[config.mk]
export PLATFORM = sky130hd
export DESIGN_NAME = lattice_streamer
export DESIGN_NICKNAME = d
export VERILOG_FILES = /design/src/rtl/lbm_pkg.sv /design/src/rtl/lattice_neighbor_addr.sv /design/src/rtl/lattice_streamer.sv
export SDC_FILE = /design/constraint.sdc
export NUM_CORES = 1
export LEC_CHECK = 0
export CAP_MARGIN = 0
export CORE_MARGIN = 10
export CORE_UTILIZATION = 40
export DETAILED_ROUTE_END_ITERATION = 10
export HOLD_SLACK_MARGIN = 0.08
export PLACE_DENSITY = 0.66
export SETUP_SLACK_MARGIN = 0.5
export SKIP_CTS_REPAIR_TIMING = 1
export SLEW_MARGIN = 20
export SYNTH_ARGS = -nofsm -noshare
export SYNTH_HDL_FRONTEND = slang
export SYNTH_SLANG_ARGS = --single-unit
[constraint.sdc]
create_clock -name clk_in -period 7.5 [get_ports clk_in]
set_clock_uncertainty 0.2 [all_clocks]
set_input_delay 0.75 -clock clk_in [delete_from_list [all_inputs] [get_ports clk_in]]
set_output_delay 0.75 -clock clk_in [all_outputs]
set_load 0.01 [all_outputs]
[src/rtl/lbm_pkg.sv]
// lbm_pkg: D2Q9 direction tables, cell payload type and streamer FSM states.
package lbm_pkg;

    localparam int unsigned NUM_DIRS = 9;
    localparam int unsigned LANE_W   = 4;

    // Direction indices double as byte-lane indices of a cell word.
    localparam logic [LANE_W-1:0] DIR_C  = 4'd0;
    localparam logic [LANE_W-1:0] DIR_N  = 4'd1;
    localparam logic [LANE_W-1:0] DIR_NE = 4'd2;
    localparam logic [LANE_W-1:0] DIR_E  = 4'd3;
    localparam logic [LANE_W-1:0] DIR_SE = 4'd4;
    localparam logic [LANE_W-1:0] DIR_S  = 4'd5;
    localparam logic [LANE_W-1:0] DIR_SW = 4'd6;
    localparam logic [LANE_W-1:0] DIR_W  = 4'd7;
    localparam logic [LANE_W-1:0] DIR_NW = 4'd8;

    // Row 0 is the top edge, so north is dy = -1.
    localparam int DIR_DX [NUM_DIRS] = '{0,  0,  1, 1, 1, 0, -1, -1, -1};
    localparam int DIR_DY [NUM_DIRS] = '{0, -1, -1, 0, 1, 1,  1,  0, -1};

    // Bounce-back reverses the travel direction.
    localparam logic [LANE_W-1:0] OPP [NUM_DIRS] =
        '{DIR_C, DIR_S, DIR_SW, DIR_W, DIR_NW, DIR_N, DIR_NE, DIR_E, DIR_SE};

    typedef logic [NUM_DIRS-1:0][7:0] cell_t;

    typedef enum logic [2:0] {
        ST_IDLE    = 3'd0,
        ST_READ    = 3'd1,
        ST_WAIT    = 3'd2,
        ST_SCATTER = 3'd3,
        ST_DONE    = 3'd4
    } state_e;

endpackage

[src/rtl/lattice_neighbor_addr.sv]
// lattice_neighbor_addr: target address and byte lane for one direction of a cell.
// Edge handling is bounce-back unless LATTICE_STREAMER_PERIODIC_WRAP_EN is defined,
// in which case targets wrap toroidally. Offsets are constants; no multiplier.
module lattice_neighbor_addr
    import lbm_pkg::*;
#(
    parameter int unsigned WIDTH  = 205,
    parameter int unsigned HEIGHT = 154,
    parameter int unsigned ADDR_W = $clog2(WIDTH * HEIGHT),
    parameter int unsigned X_W    = (WIDTH > 1) ? $clog2(WIDTH) : 1,
    parameter int unsigned Y_W    = (HEIGHT > 1) ? $clog2(HEIGHT) : 1
) (
    input  logic [X_W-1:0]    x_in,
    input  logic [Y_W-1:0]    y_in,
    input  logic [ADDR_W-1:0] base_in,
    input  logic [LANE_W-1:0] dir_in,
    output logic [ADDR_W-1:0] addr_c,
    output logic [LANE_W-1:0] lane_c
);

    int dx;
    int dy;
    int nx;
    int ny;
    int x_off;
    int y_off;

    // Resolve the neighbour of (x, y) in direction dir, applying the edge rule.
    always_comb begin
        dx = 0;
        dy = 0;
        if (dir_in < LANE_W'(NUM_DIRS)) begin
            dx = DIR_DX[dir_in];
            dy = DIR_DY[dir_in];
        end
        nx    = int'(x_in) + dx;
        ny    = int'(y_in) + dy;
        x_off = dx;
        y_off = (dy < 0) ? -int'(WIDTH) : ((dy > 0) ? int'(WIDTH) : 0);
`ifdef LATTICE_STREAMER_PERIODIC_WRAP_EN
        if (nx < 0) begin
            x_off = x_off + int'(WIDTH);
        end else if (nx >= int'(WIDTH)) begin
            x_off = x_off - int'(WIDTH);
        end
        if (ny < 0) begin
            y_off = y_off + int'(WIDTH * HEIGHT);
        end else if (ny >= int'(HEIGHT)) begin
            y_off = y_off - int'(WIDTH * HEIGHT);
        end
        addr_c = ADDR_W'(int'(base_in) + x_off + y_off);
        lane_c = dir_in;
`else
        if ((nx < 0) || (nx >= int'(WIDTH)) || (ny < 0) || (ny >= int'(HEIGHT))) begin
            addr_c = base_in;
            lane_c = (dir_in < LANE_W'(NUM_DIRS)) ? OPP[dir_in] : DIR_C;
        end else begin
            addr_c = ADDR_W'(int'(base_in) + x_off + y_off);
            lane_c = dir_in;
        end
`endif
    end

endmodule

[src/rtl/lattice_streamer.sv]
// lattice_streamer: LBM streaming step. Reads each source cell in raster order and
// scatters its 9 populations to the destination BRAM, one byte lane per cycle.
// Compile option: LATTICE_STREAMER_PERIODIC_WRAP_EN selects toroidal wrap at the
// lattice edges instead of bounce-back. Outputs are registered from next-state values.
module lattice_streamer
    import lbm_pkg::*;
#(
    parameter int unsigned WIDTH        = 205,
    parameter int unsigned HEIGHT       = 154,
    parameter int unsigned READ_LATENCY = 2,
    parameter int unsigned ADDR_W       = $clog2(WIDTH * HEIGHT)
) (
    input  logic                clk_in,
    input  logic                rst_in,
    input  logic                start_in,
    output logic [ADDR_W-1:0]   rd_addr_out,
    input  cell_t               rd_data_in,
    output logic [ADDR_W-1:0]   wr_addr_out,
    output cell_t               wr_data_out,
    output logic [NUM_DIRS-1:0] wr_byte_en_out,
    output logic                wr_en_out,
    output logic                busy_out,
    output logic                done_out
);

    localparam int unsigned X_W    = (WIDTH > 1) ? $clog2(WIDTH) : 1;
    localparam int unsigned Y_W    = (HEIGHT > 1) ? $clog2(HEIGHT) : 1;
    localparam int unsigned WAIT_W = 3;
    localparam logic [X_W-1:0]    X_LAST    = X_W'(WIDTH - 1);
    localparam logic [Y_W-1:0]    Y_LAST    = Y_W'(HEIGHT - 1);
    localparam logic [WAIT_W-1:0] WAIT_LAST = WAIT_W'(READ_LATENCY - 1);
    localparam logic [LANE_W-1:0] DIR_LAST  = LANE_W'(NUM_DIRS - 1);

    state_e               state_q, state_d;
    logic [X_W-1:0]       x_q, x_d;
    logic [Y_W-1:0]       y_q, y_d;
    logic [ADDR_W-1:0]    base_q, base_d;
    logic [LANE_W-1:0]    dir_q, dir_d;
    logic [WAIT_W-1:0]    wait_cnt_q, wait_cnt_d;
    cell_t                cell_q, cell_d;

    logic [ADDR_W-1:0]    rd_addr_q, rd_addr_d;
    logic [ADDR_W-1:0]    wr_addr_q, wr_addr_d;
    cell_t                wr_data_q, wr_data_d;
    logic [NUM_DIRS-1:0]  wr_be_q, wr_be_d;
    logic                 wr_en_q, wr_en_d;
    logic                 busy_q, busy_d;
    logic                 done_q, done_d;

    logic                 last_wait, last_dir, last_cell;
    logic [ADDR_W-1:0]    tgt_addr_c;
    logic [LANE_W-1:0]    tgt_lane_c;

    assign last_wait = (wait_cnt_q == WAIT_LAST);
    assign last_dir  = (dir_q == DIR_LAST);
    assign last_cell = (x_q == X_LAST) && (y_q == Y_LAST);

    // Target of the write issued next cycle, from next-cycle position and direction.
    lattice_neighbor_addr #(
        .WIDTH  (WIDTH),
        .HEIGHT (HEIGHT),
        .ADDR_W (ADDR_W),
        .X_W    (X_W),
        .Y_W    (Y_W)
    ) u_neighbor_addr (
        .x_in    (x_d),
        .y_in    (y_d),
        .base_in (base_d),
        .dir_in  (dir_d),
        .addr_c  (tgt_addr_c),
        .lane_c  (tgt_lane_c)
    );

    // State register.
    always_ff @(posedge clk_in) begin
        if (rst_in) begin
            state_q <= ST_IDLE;
        end else begin
            state_q <= state_d;
        end
    end

    // Next-state logic; start is only honoured from IDLE.
    always_comb begin
        state_d = state_q;
        case (state_q)
            ST_IDLE:    if (start_in) state_d = ST_READ;
            ST_READ:    state_d = ST_WAIT;
            ST_WAIT:    if (last_wait) state_d = ST_SCATTER;
            ST_SCATTER: if (last_dir) state_d = last_cell ? ST_DONE : ST_READ;
            ST_DONE:    state_d = ST_IDLE;
            default:    state_d = ST_IDLE;
        endcase
    end

    // Cell position, running base address, direction and read-wait counters.
    always_comb begin
        x_d        = x_q;
        y_d        = y_q;
        base_d     = base_q;
        dir_d      = dir_q;
        wait_cnt_d = wait_cnt_q;
        cell_d     = cell_q;
        case (state_q)
            ST_READ: wait_cnt_d = '0;
            ST_WAIT: begin
                wait_cnt_d = wait_cnt_q + WAIT_W'(1);
                if (last_wait) begin
                    cell_d = rd_data_in;
                    dir_d  = '0;
                end
            end
            ST_SCATTER: begin
                dir_d = dir_q + LANE_W'(1);
                if (last_dir) begin
                    dir_d = '0;
                    if (last_cell) begin
                        x_d    = '0;
                        y_d    = '0;
                        base_d = '0;
                    end else begin
                        base_d = base_q + ADDR_W'(1);
                        if (x_q == X_LAST) begin
                            x_d = '0;
                            y_d = y_q + Y_W'(1);
                        end else begin
                            x_d = x_q + X_W'(1);
                        end
                    end
                end
            end
            ST_DONE: begin
                x_d    = '0;
                y_d    = '0;
                base_d = '0;
                dir_d  = '0;
            end
            default: ;
        endcase
    end

    // Output decode for the state entered next cycle.
    always_comb begin
        rd_addr_d = '0;
        wr_addr_d = '0;
        wr_data_d = '0;
        wr_be_d   = '0;
        wr_en_d   = 1'b0;
        busy_d    = (state_d == ST_READ) || (state_d == ST_WAIT) || (state_d == ST_SCATTER);
        done_d    = (state_d == ST_DONE);
        case (state_d)
            ST_READ: rd_addr_d = base_d;
            ST_SCATTER: begin
                wr_en_d   = 1'b1;
                wr_addr_d = tgt_addr_c;
                wr_be_d   = NUM_DIRS'(1) << tgt_lane_c;
                wr_data_d[tgt_lane_c] = cell_d[dir_d];
            end
            default: ;
        endcase
    end

    // Datapath and output registers.
    always_ff @(posedge clk_in) begin
        if (rst_in) begin
            x_q        <= '0;
            y_q        <= '0;
            base_q     <= '0;
            dir_q      <= '0;
            wait_cnt_q <= '0;
            cell_q     <= '0;
            rd_addr_q  <= '0;
            wr_addr_q  <= '0;
            wr_data_q  <= '0;
            wr_be_q    <= '0;
            wr_en_q    <= 1'b0;
            busy_q     <= 1'b0;
            done_q     <= 1'b0;
        end else begin
            x_q        <= x_d;
            y_q        <= y_d;
            base_q     <= base_d;
            dir_q      <= dir_d;
            wait_cnt_q <= wait_cnt_d;
            cell_q     <= cell_d;
            rd_addr_q  <= rd_addr_d;
            wr_addr_q  <= wr_addr_d;
            wr_data_q  <= wr_data_d;
            wr_be_q    <= wr_be_d;
            wr_en_q    <= wr_en_d;
            busy_q     <= busy_d;
            done_q     <= done_d;
        end
    end

    assign rd_addr_out    = rd_addr_q;
    assign wr_addr_out    = wr_addr_q;
    assign wr_data_out    = wr_data_q;
    assign wr_byte_en_out = wr_be_q;
    assign wr_en_out      = wr_en_q;
    assign busy_out       = busy_q;
    assign done_out       = done_q;

endmodule

==> impl_results.md <==
- Outcome: finished, final reports clean
- Layout overhead on the synthesized area: 29.7%
- Leak: 0.00627 uW
- Type of origin of the critical path: flop
- WS Path Type: flop to flop
- Worst-Margin Slew: 1.15 ns
- Detailed Place HPWL: 23300 um
- Crit path to: wr_data_out[55]
- Post-synthesis sequential area ratio: 40.9%
- Reg2reg end: wr_data_out[55]
- ANT nets after route: 0
- Worst rel slew slack: 23.2%
- Distinct cell type count after synthesis: 80
- Largest net degree at the start of global routing: 95
- Minimum clock period: 6.56 ns
- Floorplan die height: around 190 um
- Top Ports: 189
- Initial core utilization: 40.9%
- Critical path depth: 33
- Most frequent cells in the layout: 225 x dfxtp_1, 208 x nor2_1, 187 x clkdlybuf4s50_1, 109 x mux2i_1, 57 x a21oi_1
- Slowest CP cell: or4b_2
- Global route overflow: 0
- Syn. warnings: 0
- Crit path max-delay family: simple AND/OR/NAND/NOR gates
- Ratio of cells with drive above 1 in the final layout: 8.59%
- Synth area leader: dfxtp_1
- Vias: 9403
- Worst Setup SP: wait_cnt_q[1]
- Initial antenna violation count: 3
- Worst r2r path cells: 33
- Most common cell after layout, fill and taps aside: dfxtp_1
- Clock latency on the worst-skew pair: between 0.5 and 0.6 ns
- DR iter-0 viols: 576
- Setup crit end kind: flop
- Total die area: 0.0349 mm^2
- Period Utilization, post-route: 87.5%
- Avg WL per Cell: 17.6 um
- Reg2reg start: wait_cnt_q[1]
- Synth Area in XOR/XNOR: 2.04%
- Comb power frac: a little under a tenth
- Placed cells: 1742
- Simple-gate share of the synthesized area: 20.3%
- Hold Path Class: flop to flop
- R2r setup slk: 0.94 ns
- Final Non-Filler Cells: between 1500 and 2000
- Asr flop ratio synth: 0%
- Htree depth: 1
- Syn nets: 1368
- CTS tree: done
- Rows: 60
- PD cells: about 190 mW/mm^2
- Post-synthesis mux area share: between 10% and 20%
- Post-Syn Area: ~0.011 mm^2
- Worst Path Arrival: a little under 7 ns
- Register bit count reported by yosys: 227
- Unrepaired setup endpoints after global routing: false
- Setup violators final: 0
- Psw: 651 uW
- Area share of the largest cell type after synthesis: 40.9%
- CP required: about 7.7 ns
- Synth Instances: 1221
- Hold Fails Final Rpt: 0
- Seq pwr share: between 40% and 50%
- Vias per inst: about 5.2
- Global-route wire length before repair: 50000 um
- F_max: 152 MHz
- Net switching fraction of the power: 23.8%
- Fin. max-slew vios: 0
- Synth Area in Adders: roughly 9%
- Die X: 187 um
- Internal: about 2100 uW
- Clock slew at reported path FFs: 0.06 ns
- Main area contributors after synthesis: dfxtp_1 41%, mux2i_1 10%, nor2_1 7.0%
- Setup TNS: 0 ns
- Maximum fanout along the worst path: 14
- Post-synth EDFFs: 0
- DRC errors left: 0
- Total GRT Usage: 17.1%
- Clk pwr share: 46.0%
- Max_cap viols: 0
- CTS Buf Count: 26
- Vias in the first global route: 9269
- Core area: roughly 0.027 mm^2
- Max incr delay on CP: 0.62 ns
- Power Total: 2740 uW
- Clock sink count: 227
- Drt total wl: 31500 um
- Port Buffers: about 190
- Largest family of logic cells by synthesized area: simple AND/OR/NAND/NOR gates
- Worst-case vdd ir drop: around 0.17 mV
- Synth Area in Compound Gates: 11.0%
- Crit path buf inv count: 4
- Most used DFF post-synth: dfxtp_1
- GP Congestion: 0.862
- Total iterations of the first detailed-routing run: 5
- Nets: 1549
- Longest Clk Path Bufs: 3
- CTS root buffer: clkbuf_16
- Mapped Avg Cell Area: slightly above 9 um^2
logic make-up (layout without fill, tap and decap cells):
logic type,Yosys count,count (layout)
simple gates,466,466
other cells,0,3
buf+inv,120,319
mux,125,125
fa+ha+maj,72,72
xor+xnor,25,25
flops,227,227
compound gates,186,187
state kept, by name, indices dropped and copies added (netlist names):
signal	count
x_q	8
y_q	8
state_q	3
base_q	15
dir_q	4
done_out	1
wr_byte_en_out	9
wr_en_out	1
wait_cnt_q	3
wr_data_out	72
rd_addr_out	15
wr_addr_out	15
cell_q	72
busy_out	1
power groups by stage:
stage | sequential, uW | combinational [uW] | clock [uW]
after floorplan | 1250 | 149 | 0
after global placement | 1250 | 230 | 0
after detailed placement | 1250 | 234 | 0
after CTS | 1220 | 235 | 1280
after global routing | 1220 | 277 | 1330
final | 1220 | 256 | 1260
synth_stat cells, types with 8 or more instances:
cell type  number
nand4_1         8
a211oi_1       10
and3_1         13
mux4_2          8
xnor2_1        15
clkbuf_1       38
nor3_1         49
nor2b_1        11
buf_1           8
o21ai_0        36
mux2i_1       112
buf_2          10
ha_1           56
nand2_1        54
nor2_1        208
fa_1           16
nand3_1        35
nor4_1         26
dfxtp_1       227
a21oi_1        60
inv_1          56
xor2_1          9
nand2b_1        8
worst min-delay path: cells and delay by family (launching register included):
kind	cells	cell delay (ns)
simple gates	1	0.08
mux	1	0.07
flops	1	0.30
how the worst min path moves through the flow:
| stage | depth (start not counted) | endpoint | slack [ns] | startpoint |
|---|---|---|---|---|
| after global routing | 2 | cell_q[0] | 0.32 | cell_q[0] |
| after global placement | 2 | cell_q[11] | 0.27 | cell_q[11] |
| after floorplan | 2 | cell_q[15] | 0.26 | cell_q[15] |
| final | 2 | cell_q[69] | 0.29 | cell_q[69] |
| after CTS | 2 | cell_q[65] | 0.29 | cell_q[65] |
| after detailed placement | 2 | cell_q[69] | 0.28 | cell_q[69] |
stage by stage:
stage | hold WS [ns] | setup slack [ns] | util, % | instance area [um^2]
final | 0.286 | 0.937 | 53.1 | 14400
after global routing | 0.315 | 0.432 | 53.1 | 14400
after CTS | 0.295 | 0.406 | 52.5 | 14300
after detailed placement | 0.281 | 0.466 | 49.3 | 13400
after global placement | 0.270 | 0.589 | 49.3 | 13400
after floorplan | 0.259 | 0.605 | - | 11100
routing by layer:
metal | GRT usage [%] | share of wire [%] | routed length [um]
met2 | 29.0 | 47 | 15000
met3 | 4.43 | 6.2 | 1960
met1 | 21.0 | 44 | 13900
met5 | 0 | 0 | 0
met4 | 4.31 | 2.2 | 695
area by class of cell:
type,instances,area [um^2]
antenna,3,7.51
clock buffer,38,777
clock inverter,9,88.8
fill,2521,12700
inverter,58,218
multi-input combinational,875,6230
sequential,227,4550
tap,372,465
timing repair buffer,214,2090
No activity file was read; power rests on OpenSTA's default activity.
